`src/rtl/al_spi_memory_slave_if.sv`:
```
// al_spi_memory_slave_if: split write / read-address / read-data memory handshake.
interface al_spi_memory_slave_if;
  logic [5:0]  m_mem_waddr;
  logic [31:0] m_mem_wdata;
  logic        m_mem_wvalid;
  logic        m_mem_wready;
  logic [5:0]  m_mem_araddr;
  logic        m_mem_arvalid;
  logic        m_mem_arready;
  logic [31:0] m_mem_rdata;
  logic        m_mem_rvalid;
  logic        m_mem_rready;
  modport master (
    output m_mem_waddr, m_mem_wdata, m_mem_wvalid, m_mem_araddr, m_mem_arvalid, m_mem_rready,
    input  m_mem_wready, m_mem_arready, m_mem_rdata, m_mem_rvalid
  );
  modport slave (
    input  m_mem_waddr, m_mem_wdata, m_mem_wvalid, m_mem_araddr, m_mem_arvalid, m_mem_rready,
    output m_mem_wready, m_mem_arready, m_mem_rdata, m_mem_rvalid
  );
endinterface

```
`src/rtl/al_spi_memory_slave.sv`:
```
// al_spi_memory_slave: oversampled SPI mode-0 responder bridging to a 64x32 memory handshake.
// Define AL_SPI_SLAVE_STATUS_EN to enable the 0x05 status-byte command.
module al_spi_memory_slave #(
  parameter int SYNC_STAGES = 2,
  parameter int READ_DUMMY  = 8
) (
  input  logic clk,
  input  logic rst_n,
  input  logic spi_sclk,
  input  logic spi_csn,
  input  logic spi_mosi,
  output logic spi_miso,
  output logic spi_miso_oe,
  al_spi_memory_slave_if.master mem,
  output logic err_overrun,
  output logic err_underrun
);
`ifdef AL_SPI_SLAVE_STATUS_EN
  localparam bit STAT_EN = 1'b1;
`else
  localparam bit STAT_EN = 1'b0;
`endif
  localparam int CW = $clog2(READ_DUMMY + 32);
  typedef enum logic [2:0] {ST_IDLE, ST_CMD, ST_ADDR, ST_RD_DUMMY, ST_WR, ST_RD, ST_IGNORE, ST_STATUS} state_t;
  state_t r_state, w_next;
  logic [SYNC_STAGES-1:0] r_sclk_sy, r_csn_sy, r_mosi_sy;
  logic r_sclk_d, r_rd, r_wvalid, r_arvalid, r_rwait, r_discard, r_want_ar, r_stat_done;
  logic w_sclk, w_csn, w_mosi, w_rise, w_fall, w_last, w_load, w_sload, w_take, w_wr_done, w_rdone, w_out, w_issue;
  logic [CW-1:0] r_cnt, w_lim;
  logic [31:0] r_sin, r_sout, r_wdata, w_word;
  logic [7:0] w_byte;
  logic [5:0] r_addr, r_waddr, r_araddr;
  assign w_sclk = r_sclk_sy[SYNC_STAGES-1];
  assign w_csn = r_csn_sy[SYNC_STAGES-1];
  assign w_mosi = r_mosi_sy[SYNC_STAGES-1];
  assign w_rise = w_sclk & ~r_sclk_d;
  assign w_fall = ~w_sclk & r_sclk_d;
  assign w_word = {r_sin[30:0], w_mosi};
  assign w_byte = w_word[7:0];
  assign w_lim = (r_state == ST_RD_DUMMY) ? CW'(READ_DUMMY - 1) :
                 (r_state == ST_WR || r_state == ST_RD) ? CW'(31) : CW'(7);
  assign w_last = w_rise & (r_cnt == w_lim);
  assign w_wr_done = (r_state == ST_WR) & w_last;
  // Word/byte start is the sclk fall after the last bit, so MISO is valid before the next rise
  assign w_load = (r_state == ST_RD) & w_fall & (r_cnt == '0) & ~w_csn;
  assign w_sload = (r_state == ST_STATUS) & w_fall & (r_cnt == '0) & ~w_csn;
  assign w_take = w_load & mem.m_mem_rvalid & ~r_discard;
  assign w_rdone = mem.m_mem_rvalid & (r_discard | w_load);
  assign w_out = r_arvalid | r_rwait;
  assign w_issue = r_want_ar & ~w_out & ~w_csn;
  assign mem.m_mem_rready = w_rdone;
  assign mem.m_mem_waddr = r_waddr;
  assign mem.m_mem_wdata = r_wdata;
  assign mem.m_mem_wvalid = r_wvalid;
  assign mem.m_mem_araddr = r_araddr;
  assign mem.m_mem_arvalid = r_arvalid;
  assign spi_miso = (r_state == ST_RD || r_state == ST_STATUS) ? r_sout[31] : 1'b1;
  assign spi_miso_oe = ~w_csn;
  always_comb begin
    w_next = r_state;
    case (r_state)
      ST_IDLE: w_next = ST_CMD;
      ST_CMD: if (w_last) w_next = (w_byte == 8'h02 || w_byte == 8'h03) ? ST_ADDR :
                                   (STAT_EN && w_byte == 8'h05) ? ST_STATUS : ST_IGNORE;
      ST_ADDR: if (w_last) w_next = r_rd ? ST_RD_DUMMY : ST_WR;
      ST_RD_DUMMY: if (w_last) w_next = ST_RD;
      default: w_next = r_state;
    endcase
    if (w_csn) w_next = ST_IDLE;
  end
  always_ff @(posedge clk or negedge rst_n)
    if (!rst_n) r_state <= ST_IDLE;
    else r_state <= w_next;
  always_ff @(posedge clk or negedge rst_n) begin
    if (!rst_n) begin
      r_sclk_sy <= '0;
      r_csn_sy <= '1;
      r_mosi_sy <= '0;
      r_sclk_d <= 1'b0;
      r_cnt <= '0;
      r_sin <= '0;
      r_sout <= '0;
      r_rd <= 1'b0;
      r_addr <= '0;
      r_waddr <= '0;
      r_wdata <= '0;
      r_wvalid <= 1'b0;
      r_araddr <= '0;
      r_arvalid <= 1'b0;
      r_rwait <= 1'b0;
      r_discard <= 1'b0;
      r_want_ar <= 1'b0;
      r_stat_done <= 1'b0;
      err_overrun <= 1'b0;
      err_underrun <= 1'b0;
    end else begin
      r_sclk_sy <= {r_sclk_sy[SYNC_STAGES-2:0], spi_sclk};
      r_csn_sy <= {r_csn_sy[SYNC_STAGES-2:0], spi_csn};
      r_mosi_sy <= {r_mosi_sy[SYNC_STAGES-2:0], spi_mosi};
      r_sclk_d <= w_sclk;
      if (w_rise) begin
        r_sin <= w_word;
        r_cnt <= w_last ? '0 : r_cnt + 1'b1;
      end
      if (r_state == ST_CMD && w_last) r_rd <= (w_byte == 8'h03);
      if (r_state == ST_ADDR && w_last) begin
        r_addr <= w_byte[7:2];
        r_want_ar <= r_rd;
      end
      if (w_wr_done) begin
        if (!r_wvalid || mem.m_mem_wready) begin
          r_wvalid <= 1'b1;
          r_waddr <= r_addr;
          r_wdata <= w_word;
        end else err_overrun <= 1'b1;
        r_addr <= r_addr + 6'd1;
      end else if (r_wvalid && mem.m_mem_wready) r_wvalid <= 1'b0;
      if (w_issue) begin
        r_arvalid <= 1'b1;
        r_araddr <= r_addr;
        r_addr <= r_addr + 6'd1;
        r_want_ar <= 1'b0;
      end else if (r_arvalid && mem.m_mem_arready) r_arvalid <= 1'b0;
      r_rwait <= (r_rwait & ~w_rdone) | (r_arvalid & mem.m_mem_arready);
      // A read still in flight after an abort or an underrun is drained and thrown away
      r_discard <= ~w_rdone & (r_discard | (w_out & (w_csn | (w_load & ~w_take))));
      if (w_load) begin
        r_sout <= w_take ? mem.m_mem_rdata : '1;
        err_underrun <= err_underrun | ~w_take;
        r_want_ar <= 1'b1;
      end else if (w_sload) r_sout <= {6'b0, err_overrun, err_underrun, 24'hFFFFFF};
      else if (w_fall) r_sout <= {r_sout[30:0], 1'b1};
      if (r_state == ST_STATUS && w_last) r_stat_done <= 1'b1;
      if (w_csn) begin
        r_cnt <= '0;
        r_addr <= '0;
        r_want_ar <= 1'b0;
        r_stat_done <= 1'b0;
        if (STAT_EN && r_stat_done) begin
          err_overrun <= 1'b0;
          err_underrun <= 1'b0;
        end
      end
    end
  end
endmodule

```
`src/flat_wrapper.sv`:
```
// flat-port wrapper written by rule: the top's interface ports become plain ports
module al_spi_memory_slave_flat 
#(
  parameter int SYNC_STAGES = 2,
  parameter int READ_DUMMY  = 8
)
  (clk, rst_n, spi_sclk, spi_csn, spi_mosi, spi_miso, spi_miso_oe, err_overrun, err_underrun, mem_m_mem_waddr, mem_m_mem_wdata, mem_m_mem_wvalid, mem_m_mem_araddr, mem_m_mem_arvalid, mem_m_mem_rready, mem_m_mem_wready, mem_m_mem_arready, mem_m_mem_rdata, mem_m_mem_rvalid);
  al_spi_memory_slave_if mem_i ();
  input  logic clk;
  input  logic rst_n;
  input  logic spi_sclk;
  input  logic spi_csn;
  input  logic spi_mosi;
  output logic spi_miso;
  output logic spi_miso_oe;
  output logic err_overrun;
  output logic err_underrun;
  output wire logic [$bits(mem_i.m_mem_waddr)-1:0] mem_m_mem_waddr;
  output wire logic [$bits(mem_i.m_mem_wdata)-1:0] mem_m_mem_wdata;
  output wire logic [$bits(mem_i.m_mem_wvalid)-1:0] mem_m_mem_wvalid;
  output wire logic [$bits(mem_i.m_mem_araddr)-1:0] mem_m_mem_araddr;
  output wire logic [$bits(mem_i.m_mem_arvalid)-1:0] mem_m_mem_arvalid;
  output wire logic [$bits(mem_i.m_mem_rready)-1:0] mem_m_mem_rready;
  input wire logic [$bits(mem_i.m_mem_wready)-1:0] mem_m_mem_wready;
  input wire logic [$bits(mem_i.m_mem_arready)-1:0] mem_m_mem_arready;
  input wire logic [$bits(mem_i.m_mem_rdata)-1:0] mem_m_mem_rdata;
  input wire logic [$bits(mem_i.m_mem_rvalid)-1:0] mem_m_mem_rvalid;
  assign mem_m_mem_waddr = mem_i.m_mem_waddr;
  assign mem_m_mem_wdata = mem_i.m_mem_wdata;
  assign mem_m_mem_wvalid = mem_i.m_mem_wvalid;
  assign mem_m_mem_araddr = mem_i.m_mem_araddr;
  assign mem_m_mem_arvalid = mem_i.m_mem_arvalid;
  assign mem_m_mem_rready = mem_i.m_mem_rready;
  assign mem_i.m_mem_wready = mem_m_mem_wready;
  assign mem_i.m_mem_arready = mem_m_mem_arready;
  assign mem_i.m_mem_rdata = mem_m_mem_rdata;
  assign mem_i.m_mem_rvalid = mem_m_mem_rvalid;
  al_spi_memory_slave #(.SYNC_STAGES(SYNC_STAGES), .READ_DUMMY(READ_DUMMY)) u_core (.clk(clk), .rst_n(rst_n), .spi_sclk(spi_sclk), .spi_csn(spi_csn), .spi_mosi(spi_mosi), .spi_miso(spi_miso), .spi_miso_oe(spi_miso_oe), .mem(mem_i), .err_overrun(err_overrun), .err_underrun(err_underrun));
endmodule
```
`config.mk`:
```
export PLATFORM = sky130hd
export DESIGN_NAME = al_spi_memory_slave_flat
export DESIGN_NICKNAME = d
export VERILOG_FILES = /design/src/rtl/al_spi_memory_slave_if.sv /design/src/rtl/al_spi_memory_slave.sv /design/src/flat_wrapper.sv
export SDC_FILE = /design/constraint.sdc
export NUM_CORES = 1
export LEC_CHECK = 0
export ABC_AREA = 1
export BUFFER_PORTS_ARGS = -buffer_cell sky130_fd_sc_hd__buf_2
export CELL_PAD_IN_SITES_DETAIL_PLACEMENT = 1
export CELL_PAD_IN_SITES_GLOBAL_PLACEMENT = 1
export CORE_UTILIZATION = 40
export CTS_BUF_LIST = sky130_fd_sc_hd__clkbuf_4 sky130_fd_sc_hd__clkbuf_8 sky130_fd_sc_hd__clkbuf_16
export DETAILED_ROUTE_END_ITERATION = 8
export GPL_ROUTABILITY_DRIVEN = 1
export PLACE_DENSITY_LB_ADDON = 0.1
export SETUP_SLACK_MARGIN = 0.3
export SLEW_MARGIN = 20
export SYNTH_ARGS = -nofsm -noshare
export SYNTH_HDL_FRONTEND = slang
export SYNTH_SLANG_ARGS = --single-unit
```
`constraint.sdc`:
```
create_clock -name clk -period 2 [get_ports clk]
set_clock_uncertainty 0.1 [all_clocks]
set_input_delay 0 -clock clk [delete_from_list [all_inputs] [get_ports clk]]
set_output_delay 0 -clock clk [all_outputs]
set_load 0.01 [all_outputs]
```
Word-level counts from Yosys, hierarchy flattened --
Cells that the tools add are included.
Storage, ports and cells: register bits 137, bits of input ports 40, word-level logic and storage cells 121
Operators by class: add/subtract/negate cells 2, equal/unequal tests 13, muxes and demuxes 30, bitwise logic cells 34, reductions and logical operators 22
Operators by type and width (number):
- 2-to-1 mux 32 bit | 4
- 2-to-1 mux 6 bit | 8
- bitwise AND 1 bit | 20
- 2-to-1 mux 3 bit | 6
- equality test 8 x 2 -> 1 bit, second input constant | 2
- adder 6 x 1 -> 6 bit, second input constant | 2
- case mux 3 bit (4 select lines) | 1
- 2-to-1 mux 1 bit | 10
- equality test 3 bit, second input constant | 3
- != test 3 x 1 -> 1 bit, second input constant | 3
- NOT 1 bit | 8
- nonzero test 4 bit | 2
- equality test 3 x 2 -> 1 bit, second input constant | 2
- equality test 6 bit | 1
- zero test 6 bit | 1
- bitwise OR 1 bit | 6
- AND reduction 2 bit | 3
- nonzero test 2 bit | 3
- 2-to-1 mux 5 bit | 1
- nonzero test 5 bit | 1
- logical AND 1 bit | 4
- logical OR 1 bit | 4
- AND reduction 4 bit | 1
- equality test 3 x 1 -> 1 bit, second input constant | 1
- 4 further kinds | 4

Depth between registers and ports, before layout --
Gate-level depths: netlist of the first run.
depth in word-level cells 13, mapped depth 11

Worst setup path before layout of the first run --
Ideal clock, no wire load.
kind register to register, start point reg u_core.r_cnt[0], end point reg u_core.r_rwait, library setup time 0.136 ns, data arrival time 1.479 ns, path slack 0.285 ns, cell stages (with the launch flop) 8, buffers on the path 0, clock period less this slack 1.715 ns, cell sequence dfrtp_1 -> inv_1 -> ha_1 -> nand3_1 -> nor3_4 -> nand2_4 -> a21boi_1 -> o21ai_0
Between the ends: longest elaborated chain between the ends 8
Ends and longest elaborated chain:
- start: declaration | line al_spi_memory_slave.sv:29 | logic [CW-1:0] r_cnt, w_lim;
- start signal: assignment | line al_spi_memory_slave.sv:103 | r_cnt <= w_last ? '0 : r_cnt + 1'b1;
- zero test 6 bit | line al_spi_memory_slave.sv:45 | assign w_load = (r_state == ST_RD) & w_fall & (r_cnt == '0) & ~w_csn;
- bitwise AND 1 bit (2 in a row) | line al_spi_memory_slave.sv:45
- bitwise OR 1 bit | line al_spi_memory_slave.sv:48 | assign w_rdone = mem.m_mem_rvalid & (r_discard | w_load);
- bitwise AND 1 bit | line al_spi_memory_slave.sv:48
- named net mem_m_mem_rready | line flat_wrapper.sv:23 | output wire logic [$bits(mem_i.m_mem_rready)-1:0] mem_m_mem_rready;
- NOT 1 bit | line al_spi_memory_slave.sv:124 | r_rwait <= (r_rwait & ~w_rdone) | (r_arvalid & mem.m_mem_arready);
- bitwise AND 1 bit | line al_spi_memory_slave.sv:124
- bitwise OR 1 bit | line al_spi_memory_slave.sv:124
- end signal: assignment | line al_spi_memory_slave.sv:124
- end: declaration | line al_spi_memory_slave.sv:27 | logic r_sclk_d, r_rd, r_wvalid, r_arvalid, r_rwait, r_discard, r_want_ar, r_stat_done;
The timed path passes the listed nets, and every way through them passes these cells. A chain may end at the register's enable or synchronous reset.

Worst setup path in the final report of the first run --
start point reg u_core.r_cnt[1], end point reg u_core.r_sout[16]
Between the ends: longest elaborated chain between the ends 7, elaborated cells between the ends (all ways) 11, classes of those cells mux (3); bitwise (6); reduce/logical (2)
Ends and longest elaborated chain:
- zero test 6 bit * | line al_spi_memory_slave.sv:45, al_spi_memory_slave.sv:46
- bitwise AND 1 bit (2 in a row) | line al_spi_memory_slave.sv:45
- bitwise AND 1 bit (2 in a row) | line al_spi_memory_slave.sv:47 | assign w_take = w_load & mem.m_mem_rvalid & ~r_discard;
- 2-to-1 mux 32 bit | line al_spi_memory_slave.sv:128 | r_sout <= w_take ? mem.m_mem_rdata : '1;
- 2-to-1 mux 32 bit | line al_spi_memory_slave.sv:127 | if (w_load) begin
- end signal: assignment | line al_spi_memory_slave.sv:128
- end signal: assignment | line al_spi_memory_slave.sv:131 | end else if (w_sload) r_sout <= {6'b0, err_overrun, err_underrun, 24'hFFFFFF};
- end signal: assignment | line al_spi_memory_slave.sv:132 | else if (w_fall) r_sout <= {r_sout[30:0], 1'b1};
- end: declaration | line al_spi_memory_slave.sv:30 | logic [31:0] r_sin, r_sout, r_wdata, w_word;
Every way passes the cells marked *; elsewhere a longest branch is shown, timed or not.

==> results of run 1 <==
==> per-layer routing <==
layer | share of wire | vias up | routed length (um)
li1 | - | 2605 | -
met1 | 0.43 | 2674 | 7876
met2 | 0.52 | 110 | 9352
met3 | 0.036 | 20 | 650
met4 | 0.015 | 0 | 267
met5 | 0 | - | 0
==> registers in the layout, indices dropped and copies added (netlist names), 2 cells and up <==
signal                   flops
u_core.mem.m_mem_araddr      6
u_core.r_csn_sy              2
u_core.r_cnt                 6
u_core.r_mosi_sy             2
u_core.r_sout               32
u_core.r_addr                6
u_core.r_state               3
u_core.r_sclk_sy             2
u_core.r_sin                31
u_core.mem.m_mem_wdata      32
u_core.mem.m_mem_waddr       6
==> area by class of cell <==
cell class,count,area (um^2)
clock buffers,19,446.7
clock inverters,13,153.9
fillers,1723,6640
inverters,95,361.6
multi-input cells,458,2446
flip-flops and latches,137,3431
well taps,188,235.2
repair buffers,171,1431
==> power groups by stage <==
stage | Clock, uW | Sequential (uW) | Combinational [uW]
floorplan | 0 | 3100 | 425
global placement | 0 | 3130 | 630
detailed placement | 0 | 3130 | 662
CTS | 3320 | 3090 | 765
global route | 3410 | 3120 | 914
finish | 3250 | 3100 | 803
==> worst paths after layout <==
check	from	to	depth (start not counted)
min in group clk	spi_mosi	u_core.r_mosi_sy[0]	2
worst max register to register	u_core.r_cnt[1]	u_core.r_sout[16]	11
max in group asynchronous	rst_n	u_core.r_csn_sy[0]	3
worst min register to register	u_core.r_sclk_sy[0]	u_core.r_sclk_sy[1]	0
worst max-delay path	u_core.r_cnt[1]	u_core.r_sout[16]	11
worst min-delay path	rst_n	u_core.r_sout[6]	2
==> metrics by stage <==
stage          setup TNS [ps]  utilization
2_1_floorplan               0            -
3_3_place_gp                0       0.4534
3_5_place_dp                0       0.4534
4_1_cts                     0       0.5434
5_1_grt                -19.99       0.5616
6_report                    0       0.5616
==> what timing repair did <==
action / CTS / global route
hold buffers: 39 / 0
resized for setup: 24 / 56
endpoints found under the setup margin: 81 / 90
setup buffers: 12 / 5
endpoints found under the hold margin: 176 / 0
gates cloned: 7 / 3
pin swaps: 11 / 11
==> synthesized netlist by cell type <==
library cell / n / share of area
o21ai_0: 66 / 0.053
nand2_2: 4 / 0.0041
o211ai_1: 5 / 0.0061
nor3_1: 2 / 0.0016
dfrtp_1: 135 / 0.55
nor2_4: 1 / 0.0018
a21boi_0: 1 / 0.0012
clkbuf_1: 14 / 0.0085
nand2_4: 1 / 0.0018
xor2_1: 3 / 0.0043
buf_4: 1 / 0.0012
buf_6: 7 / 0.013
nand4_1: 2 / 0.0020
nand2_1: 222 / 0.13
o22ai_1: 3 / 0.0030
dfstp_2: 2 / 0.0085
or2_2: 4 / 0.0041
nand3b_1: 23 / 0.028
o21ai_1: 22 / 0.018
inv_1: 90 / 0.055
buf_1: 3 / 0.0018
nand3_1: 53 / 0.043
o21ai_2: 10 / 0.014
ha_1: 3 / 0.0061
nor3_2: 1 / 0.0016
nor2_2: 1 / 0.0010
nor2_1: 17 / 0.010
a21oi_1: 6 / 0.0049
inv_2: 5 / 0.0030
a21boi_1: 1 / 0.0012
xnor2_1: 1 / 0.0014
nand3_2: 2 / 0.0032
buf_2: 7 / 0.0057
nor2_8: 1 / 0.0032
nor3_4: 1 / 0.0026
==> cell families after synthesis <==
group                      synth area share
DFF                                  0.5554
and+or+nand+nor                      0.2433
AOI/OAI and AO/OA                    0.1019
adders and majority gates          0.006077
xor gates and xnor gates           0.005672
buffers and inverters               0.08771
==> critical path, stage by stage (launching register included) <==
cell and delay (ps):
dfrtp_1 400, inv_2 90, ha_4 140, nand3_4 60, nor3_4 190, buf_4 160
buf_6 100, nand2_4 60, bufbuf_16 290, nand3b_1 100, nand3_1 90, nand2_1 80
==> metrics.cfg, run 1 <==
[outcome]
outcome = complete, no violations

[die]
initial_utilization = 0.4078
num_rows = 45
dieArea_um2 = 15940
dieHeight_um = 126.3
core_area_um2 = 15150
fp.dieW_um = 126.3
ioPinCount = 91

[grt]
grt_max_degree = 55
overflow = 0
top_usage_layer = met2
antenna_found_initial = 0
grt_util_met2 = 0.4043
use_met3 = 0.04630
grt_pass1_wl_mm = 28.61
track_usage = 0.2293
grt_pass1_vias = 5665
grt_use_met1 = 0.2842

[timing]
max_freq_ghz = 0.5237
tightest_slew_ps = 691.2
grt_setup_unrepaired = true
period_needed_ps = 1909
slew_headroom = 0.5381
whs_ps = 19.34
finalHoldViolCount = 0
min_period_over_period = 0.9547
fin_ws_ps = 90.68
setup_viol = 0
drv_slew = 0

[critical_path]
rrSetupSlack_ps = 90
crit_path_start_kind = flop
crit_type = flop to flop
worstPathMaxFanout = 16
crit_path_end_kind = flop
arrival_ps = 2170
cp.required_ps = 2260

[route]
dr.first_iter.drc_count = 277
post-route-drc-count = 0
antenna_left = 0
vias = 5409
routed_via_density = 5.004
dr.pass1.iters = 5
wire_per_inst_um = 16.79
finalWirelength_mm = 18.15

[yosys]
syn_inst = 720
synth.distinct_cells = 35
ys_ff_latch = 137
syn_area_um2 = 6177
yosysWarnings = 0
ys_seq_area_frac = 0.5554
synth_fp_nets = 763
synth_area_per_cell_um2 = 8.579

[flow_run]
cap_violations = 0

[power_and_ir_drop]
finalPower_uw = 7150
p_int_uw = 5236
p_switching_uw = 1914
clock_power_share = 0.455
vdd_drop_max_uv = 592.3
leakagePower_uw = 0.004298
pwr-share-comb = 0.112
netSwitchingFraction = 0.2677
seqPwrFrac = 0.433
power_per_cell_area_nw_per_um2 = 840.6

[placement]
gp_congestion = 0.7975
dp.cells = 983
place_area_um2 = 6868
port_buffers = 90
dp_hpwl_mm = 10.15
pre_cts_ws_ps = 0.6528

[cts]
clk_path_buf_depth = 2
cts.sinks = 137
root_buffer = clkbuf_16
h-tree-depth = 4
cts_made_buffers = 17
clkTransAtPathRegs_ps = 60
clkLatencyLatePin_ps = 420
cts_tree = done

[cells_and_area]
syn_to_final_growth_pct = 37.70
layout_common_cells = 211 x nand2_1, 135 x dfrtp_1, 89 x buf_2, 86 x inv_1, 56 x o21ai_0
drive_gt1_frac = 0.2665
layout_commonest_cell = nand2_1
num-nets-final = 923
fin_cells = 1081
final_area_um2 = 8506
antenna_cells = 0

[hold_path]
min_path_type = primary input to async pin

No activity file was read; power rests on OpenSTA's default activity.
==> inputs of run 2 (changes only) <==
==> constraint.sdc (replaced) <==
create_clock -name clk -period 2 [get_ports clk]
set_clock_uncertainty 0.1 [all_clocks]
set_input_delay 0.3 -clock clk [delete_from_list [all_inputs] [get_ports clk]]
set_output_delay 0.3 -clock clk [all_outputs]
set_load 0.01 [all_outputs]
==> run 2 against run 1 <==
The run now ends with setup timing left. First-iteration DRC count fell by 7.2%. Count of clock-buffer cells in the layout is 1 higher. Fmax is 8.2% lower. Critical path depth is 5 lower. Sequential power is essentially flat. Core utilization rose by 4.4 points. Wire length up 10%. Cell area rose by 7.8%. Sequential share of layout area is 2.9 points lower. Non-clock buffer count shrank 5.
==> metrics.cfg, run 2 (synthesis results as in run 1) <==
[outcome]
outcome = finished, violations left  ; was complete, no violations
violations = setup timing

[route]
wire_per_inst_um = 18.60  ; was 16.79 um
routed_via_density = 5.191  ; was 5.004
vias = 5586  ; was 5409
dr.pass1.iters = 6  ; was 5
post-route-drc-count = 0  ; unchanged
antenna_left = 0  ; unchanged
finalWirelength_mm = 20.02  ; was 18.15 mm
dr.first_iter.drc_count = 257  ; was 277

[die]
dieArea_um2 = 15940  ; unchanged
fp.dieW_um = 126.3  ; unchanged
num_rows = 45  ; unchanged
ioPinCount = 91  ; unchanged
initial_utilization = 0.4078  ; unchanged
dieHeight_um = 126.3  ; unchanged
core_area_um2 = 15150  ; unchanged

[grt]
track_usage = 0.2539  ; was 0.2293
overflow = 0  ; unchanged
grt_pass1_vias = 5912  ; was 5665
grt_pass1_wl_mm = 30.95  ; was 28.61 mm
antenna_found_initial = 0  ; unchanged
grt_max_degree = 47  ; was 55

[critical_path]
r2r-start = u_core.r_cnt[0]  ; was u_core.r_cnt[1]
worst-path-buf-inv = 1  ; was 4
cp.required_ps = 1600  ; was 2260 ps
worstPathMaxFanout = 5  ; was 16
crit_path_start_kind = flop  ; unchanged
crit_path_end_kind = primary output  ; was flop
rr_worst_depth = 13  ; was 11
cp_slowest_cell = dfrtp_1  ; unchanged
worstPathCellList = nor2_2, nand2_1, nor2_4, nand2_4, a21boi_2, buf_2  ; was inv_2, ha_4, nand3_4, nor3_4, buf_4, buf_6, nand2_4, bufbuf_16, nand3b_1, nand3_1, nand2_1
r2r-end = u_core.mem.m_mem_wdata[18]  ; was u_core.r_sout[16]
cp-startpoint = u_core.r_state[1]  ; was u_core.r_cnt[1]
max_stage_delay_ps = 440  ; was 400 ps
crit_type = flop to primary output  ; was flop to flop
arrival_ps = 1680  ; was 2170 ps
critical-path-top-delay-family = simple AND/OR/NAND/NOR gates  ; was buffers and inverters
rrSetupSlack_ps = -20  ; was 90 ps

[flow_run]
cap_violations = 0  ; unchanged

[cells_and_area]
layout_common_cells = 160 x nand2_1, 133 x dfrtp_1, 89 x buf_2, 85 x inv_1, 52 x o21ai_0  ; was 211 x nand2_1, 135 x dfrtp_1, 89 x buf_2, 86 x inv_1, 56 x o21ai_0
syn_to_final_growth_pct = 48.47  ; was 37.70%
num-nets-final = 918  ; was 923
drive_gt1_frac = 0.3975  ; was 0.2665
final_area_um2 = 9171  ; was 8506 um^2
layout_commonest_cell = nand2_1  ; unchanged
nFillCells = 1685  ; was 1723
antenna_cells = 0  ; unchanged
fin_cells = 1076  ; was 1081
regArea_um2 = 3433  ; was 3431 um^2
multi_input_area_um2 = 2960  ; was 2446 um^2

[hold_path]
whs_path_depth = 5
min_path_type = primary input to flop  ; was primary input to async pin
hp-start = mem_m_mem_rdata[9]
min_to = u_core.r_sout[9]

[cts]
cts_tree = done  ; unchanged
clk_path_buf_depth = 2  ; unchanged
clkTransAtPathRegs_ps = 60  ; about the same
root_buffer = clkbuf_16  ; unchanged
cts.sinks = 137  ; unchanged
clkLatencyLatePin_ps = 420  ; about the same
h-tree-depth = 4  ; unchanged
cts_made_buffers = 17  ; unchanged

[timing]
tightest_slew_ps = 737.0  ; was 691.2 ps
period_needed_ps = 2079  ; was 1909 ps
drv_slew = 0  ; unchanged
max_freq_ghz = 0.4810  ; was 0.5237 GHz
slew_headroom = 0.5075  ; was 0.5381
fin_ws_ps = -78.89  ; was 90.68 ps
grt_setup_unrepaired = true  ; unchanged
finalHoldViolCount = 0  ; unchanged
min_period_over_period = 1.039  ; was 0.9547
setup_viol = 11  ; was 0

[placement]
port_buffers = 90  ; unchanged
dp_hpwl_mm = 10.26  ; was 10.15 mm
place_area_um2 = 6878  ; was 6868 um^2
dp.cells = 981  ; was 983
gp_congestion = 0.8124  ; was 0.7975

[power_and_ir_drop]
vdd_drop_max_uv = 533.5  ; was 592.3 uV
power_per_cell_area_nw_per_um2 = 773.5  ; was 840.6 nW/um^2
finalPower_uw = 7094  ; was 7150 uW
leakagePower_uw = 0.004529  ; was 0.004298 uW

run 2: cell types whose count changed in the layout (fill, tap and decap cells not counted), sizes merged:
| cell | change |
|---|---|
| dlygate4sd3 | -33 |
| buf | +30 |
| clkinvlp | +2 |
| inv | -8 |
| clkinv | +5 |
| bufbuf | -1 |
run 2: final cells by class:
| cell class | instances | area share |
|---|---|---|
| well taps | 188 | 0.02565 |
| multi-input cells | 458 | 0.3228 |
| inverters | 95 | 0.03915 |
| clock inverters | 12 | 0.01364 |
| flip-flops and latches | 137 | 0.3744 |
| repair buffers | 166 | 0.1749 |
| clock buffers | 20 | 0.04952 |
run 2: worst max path at each step:
| stage | cells after the start | slack, ps | end |
|---|---|---|---|
| 2_1_floorplan | 10 | 300 | u_core.r_sout[15] |
| 3_3_place_gp | 9 | 100 | u_core.mem.m_mem_wdata[1] |
| 3_5_place_dp | 9 | 30 | u_core.r_sout[17] |
| 4_1_cts | 7 | -150 | mem_m_mem_rready |
| 5_1_grt | 6 | -140 | mem_m_mem_rready |
| 6_report | 6 | -80 | mem_m_mem_rready |
run 2: through the flow:
stage                 util  setup WS, ps  hold slack, ps  TNS (ps)
finish              0.6055        -78.89           67.37    -172.7
global route        0.6055        -142.2           69.41     -2533
CTS                 0.5632        -145.0           40.74    -145.0
detailed placement  0.4541         26.94           172.7         0
global placement    0.4541         104.9           170.1         0
floorplan                -         295.3          -95.59         0
run 2: repair_timing:
action | CTS | global route
setup buffers | 29 | 11
hold buffers | 6 | 0
endpoints found under the setup margin | 81 | 93
endpoints found under the hold margin | 47 | 0
gates cloned | 17 | 0
resized for setup | 99 | 139
pin swaps | 24 | 38
run 2: worst register-to-register path, stage by stage (launching register included):
cell and delay (ps):
dfrtp_1 380, buf_6 110, buf_6 100, ha_4 150
nand2_4 70, nor2_4 150, nand2_4 80, inv_4 70
nand3_4 120, buf_12 200, buf_12 130, buf_16 150
nand2_2 60, o21ai_1 60
run 2: metal layers:
metal	part of all wire	vias to the layer above	track usage
li1	-	2615	-
met1	0.41	2822	0.2929
met2	0.53	117	0.4664
met3	0.028	32	0.04715
met4	0.023	0	0.09426
met5	0	-	0
run 2: power by group:
| group | internal [uW] | switching, uW |
|---|---|---|
| Sequential | 2980 | 137 |
| Clock | 1890 | 1240 |
| Combinational | 340 | 512 |
| Total | 5200 | 1890 |
==> inputs of run 3 (changes only) <==
--- a/config.mk
+++ b/config.mk
@@ -9,7 +9,7 @@
 export BUFFER_PORTS_ARGS = -buffer_cell sky130_fd_sc_hd__buf_2
 export CELL_PAD_IN_SITES_DETAIL_PLACEMENT = 1
 export CELL_PAD_IN_SITES_GLOBAL_PLACEMENT = 1
-export CORE_UTILIZATION = 40
+export CORE_UTILIZATION = 38
 export CTS_BUF_LIST = sky130_fd_sc_hd__clkbuf_4 sky130_fd_sc_hd__clkbuf_8 sky130_fd_sc_hd__clkbuf_16
 export DETAILED_ROUTE_END_ITERATION = 8
 export GPL_ROUTABILITY_DRIVEN = 1
==> run 3 against run 2 <==
Power is 1.8% higher. Non-clock buffer count is 13 higher. Largest power group unchanged. Sequential power hardly changed. Clock power is 2% higher. Cell area is 1.0% higher. Cell count is 3.7% higher. Count of clock-buffer cells in the layout stayed put. The run still ends with setup timing left.
==> metrics.cfg, run 3 (synthesis results as in run 1) <==
[placement]
dp_hpwl_mm = 10.13  ; was 10.26 mm
port_buffers = 90  ; unchanged
gp_congestion = 0.7977  ; was 0.8124
dp.cells = 1015  ; was 981
place_area_um2 = 6920  ; was 6878 um^2

[route]
antenna_left = 0  ; unchanged
dr.first_iter.drc_count = 226  ; was 257
post-route-drc-count = 0  ; unchanged
wire_per_inst_um = 19.00  ; was 18.60 um
dr.pass1.iters = 4  ; was 6
routed_via_density = 5.053  ; was 5.191
finalWirelength_mm = 21.21  ; was 20.02 mm
vias = 5639  ; was 5586

[cts]
cts_made_buffers = 17  ; unchanged
h-tree-depth = 4  ; unchanged
clkTransAtPathRegs_ps = 60  ; about the same
cts_tree = done  ; unchanged
root_buffer = clkbuf_16  ; unchanged
cts.sinks = 137  ; unchanged
clkLatencyLatePin_ps = 430  ; was 420 ps
clk_path_buf_depth = 2  ; unchanged

[outcome]
outcome = finished, violations left  ; unchanged
violations = setup timing  ; unchanged

[flow_run]
cap_violations = 0  ; unchanged

[grt]
overflow = 0  ; unchanged
grt_max_degree = 49  ; was 47
grt_pass1_vias = 6047  ; was 5912
grt_pass1_wl_mm = 31.89  ; was 30.95 mm
track_usage = 0.2538  ; was 0.2539
antenna_found_initial = 0  ; unchanged

[timing]
drv_slew = 0  ; unchanged
tightest_slew_ps = 631.4  ; was 737.0 ps
finalHoldViolCount = 0  ; unchanged
min_period_over_period = 1.084  ; was 1.039
slew_headroom = 0.5780  ; was 0.5075
finalSetupTns_ps = -4686  ; was -172.7 ps
period_needed_ps = 2167  ; was 2079 ps
max_freq_ghz = 0.4615  ; was 0.4810 GHz
whs_ps = 18.03  ; was 67.37 ps
setup_viol = 47  ; was 11
grt_setup_unrepaired = true  ; unchanged
fin_ws_ps = -167.0  ; was -78.89 ps

[power_and_ir_drop]
p_int_uw = 5287  ; was 5204 uW
netSwitchingFraction = 0.2676  ; was 0.2665
leakagePower_uw = 0.004619  ; was 0.004529 uW
p_switching_uw = 1932  ; was 1890 uW
power_per_cell_area_nw_per_um2 = 779.4  ; was 773.5 nW/um^2
pwr-share-comb = 0.127  ; was 0.120
seqPwrFrac = 0.430  ; was 0.439
clock_power_share = 0.443  ; was 0.441
vdd_drop_max_uv = 596.1  ; was 533.5 uV

[hold_path]
min_path_type = primary input to flop  ; unchanged
hp-start = mem_m_mem_rdata[0]  ; was mem_m_mem_rdata[9]

[critical_path]
crit_cells = 15  ; was 6
cp_slowest_cell = dfrtp_1  ; unchanged
crit_path_start_kind = flop  ; unchanged
r2r-end = u_core.mem.m_mem_wdata[16]  ; was u_core.mem.m_mem_wdata[18]
worst-path-buf-inv = 8  ; was 1
max_stage_delay_ps = 400  ; was 440 ps
crit_path_end_kind = flop  ; was primary output
worstPathMaxFanout = 8  ; was 5
cp_common_cell = buf_6
rrSetupSlack_ps = -170  ; was -20 ps
worstPathCellList = buf_6, buf_6, buf_6, buf_6, ha_4, nand2_4, nor2_4, nand2_2, inv_4, nand3_4, buf_12, buf_8, buf_16, nand2_2, o21ai_1  ; was nor2_2, nand2_1, nor2_4, nand2_4, a21boi_2, buf_2
critical-path-top-delay-family = buffers and inverters  ; was simple AND/OR/NAND/NOR gates
critPathCapture = u_core.mem.m_mem_wdata[16]  ; was mem_m_mem_rready
crit_type = flop to flop  ; was flop to primary output
cp-startpoint = u_core.r_cnt[0]  ; was u_core.r_state[1]
cp.required_ps = 2210  ; was 1600 ps
r2r-start = u_core.r_cnt[0]  ; unchanged
rr_worst_depth = 15  ; was 13
arrival_ps = 2380  ; was 1680 ps

[cells_and_area]
num-nets-final = 930  ; was 918
final_util = 0.5831  ; was 0.6055
layout_common_cells = 159 x nand2_1, 132 x dfrtp_1, 87 x buf_2, 85 x inv_1, 48 x o21ai_0  ; was 160 x nand2_1, 133 x dfrtp_1, 89 x buf_2, 85 x inv_1, 52 x o21ai_0
layout_commonest_cell = nand2_1  ; unchanged
final_area_um2 = 9263  ; was 9171 um^2
antenna_cells = 0  ; unchanged
drive_gt1_frac = 0.4244  ; was 0.3975
syn_to_final_growth_pct = 49.95  ; was 48.47%
fin_cells = 1116  ; was 1076

[die]
core_area_um2 = 15890  ; was 15150 um^2
dieHeight_um = 129.5  ; was 126.3 um
dieArea_um2 = 16770  ; was 15940 um^2
fp.dieW_um = 129.5  ; was 126.3 um
ioPinCount = 91  ; unchanged
initial_utilization = 0.3889  ; was 0.4078
num_rows = 46  ; was 45

[run 3: cell count changes in the layout (fill, tap and decap cells not counted), moves of 3 or more]
cell      before  now
buf_16        14    9
buf_6         16   38
clkinv_2       5    2
inv_6          1    5
nand2_2       25   45
nand2_4       41   22
nand3_1       31   25
nand3_2       13   22
nand3_4       11    8
o21ai_0       52   48
o21ai_2       34   39
[run 3: how the worst min path moves through the flow]
| stage | depth (start not counted) | slack (ps) | endpoint |
|---|---|---|---|
| final | 3 | 20 | u_core.r_sout[0] |
| after global routing | 3 | 20 | u_core.r_sout[0] |
| after CTS | 3 | 3 | u_core.r_sout[0] |
| after detailed placement | 1 | 120 | u_core.r_sout[7] |
| after global placement | 1 | 120 | u_core.r_sout[7] |
| after floorplan | 0 | -100 | u_core.err_overrun |
[run 3: layout make-up]
| class | instances | area (um^2) |
|---|---|---|
| Clock buffer | 20 | 460.4 |
| Multi-Input combinational cell | 457 | 2914 |
| Sequential cell | 137 | 3435 |
| Fill cell | 1815 | 6623 |
| Inverter | 95 | 366.6 |
| Clock inverter | 12 | 137.6 |
| Timing Repair Buffer | 179 | 1679 |
| Tap cell | 216 | 270.3 |
[run 3: what timing repair did]
item                                    CTS  global route
setup buffers                            40            10
hold buffers                              5             0
endpoints found under the setup margin   83            98
cloned                                   12             2
endpoints found under the hold margin    36             0
pin swaps                                47            41
gates resized for setup                 142           125
[run 3: power groups by stage]
stage / Clock [uW] / Combinational, uW / Sequential [uW]
global placement: 0 / 642 / 3130
detailed placement: 0 / 669 / 3130
CTS: 3230 / 798 / 3090
global route: 3360 / 1020 / 3130
finish: 3200 / 916 / 3110
floorplan: 0 / 425 / 3100
[run 3: per-layer routing]
metal	vias to the layer above	track usage	routed length [um]
li1	2620	-	-
met1	2862	0.3038	8325
met2	123	0.4450	11690
met3	34	0.05202	729
met4	0	0.1053	468
met5	-	0	0
[run 3: worst reg2reg max path, delay by kind of cell, from the launching register on]
kind            cells  cell delay (ps)
fa+ha+maj           1              140
compound gates      1               60
flops               1              400
buf+inv             8              900
simple gates        5              450
[run 3: through the flow]
step,power [uW],setup WS [ps]
floorplan,3525,295.3
global placement,3770,117.9
detailed placement,3803,42.01
CTS,7126,-151.3
global route,7502,-243.4
finish,7219,-167.0
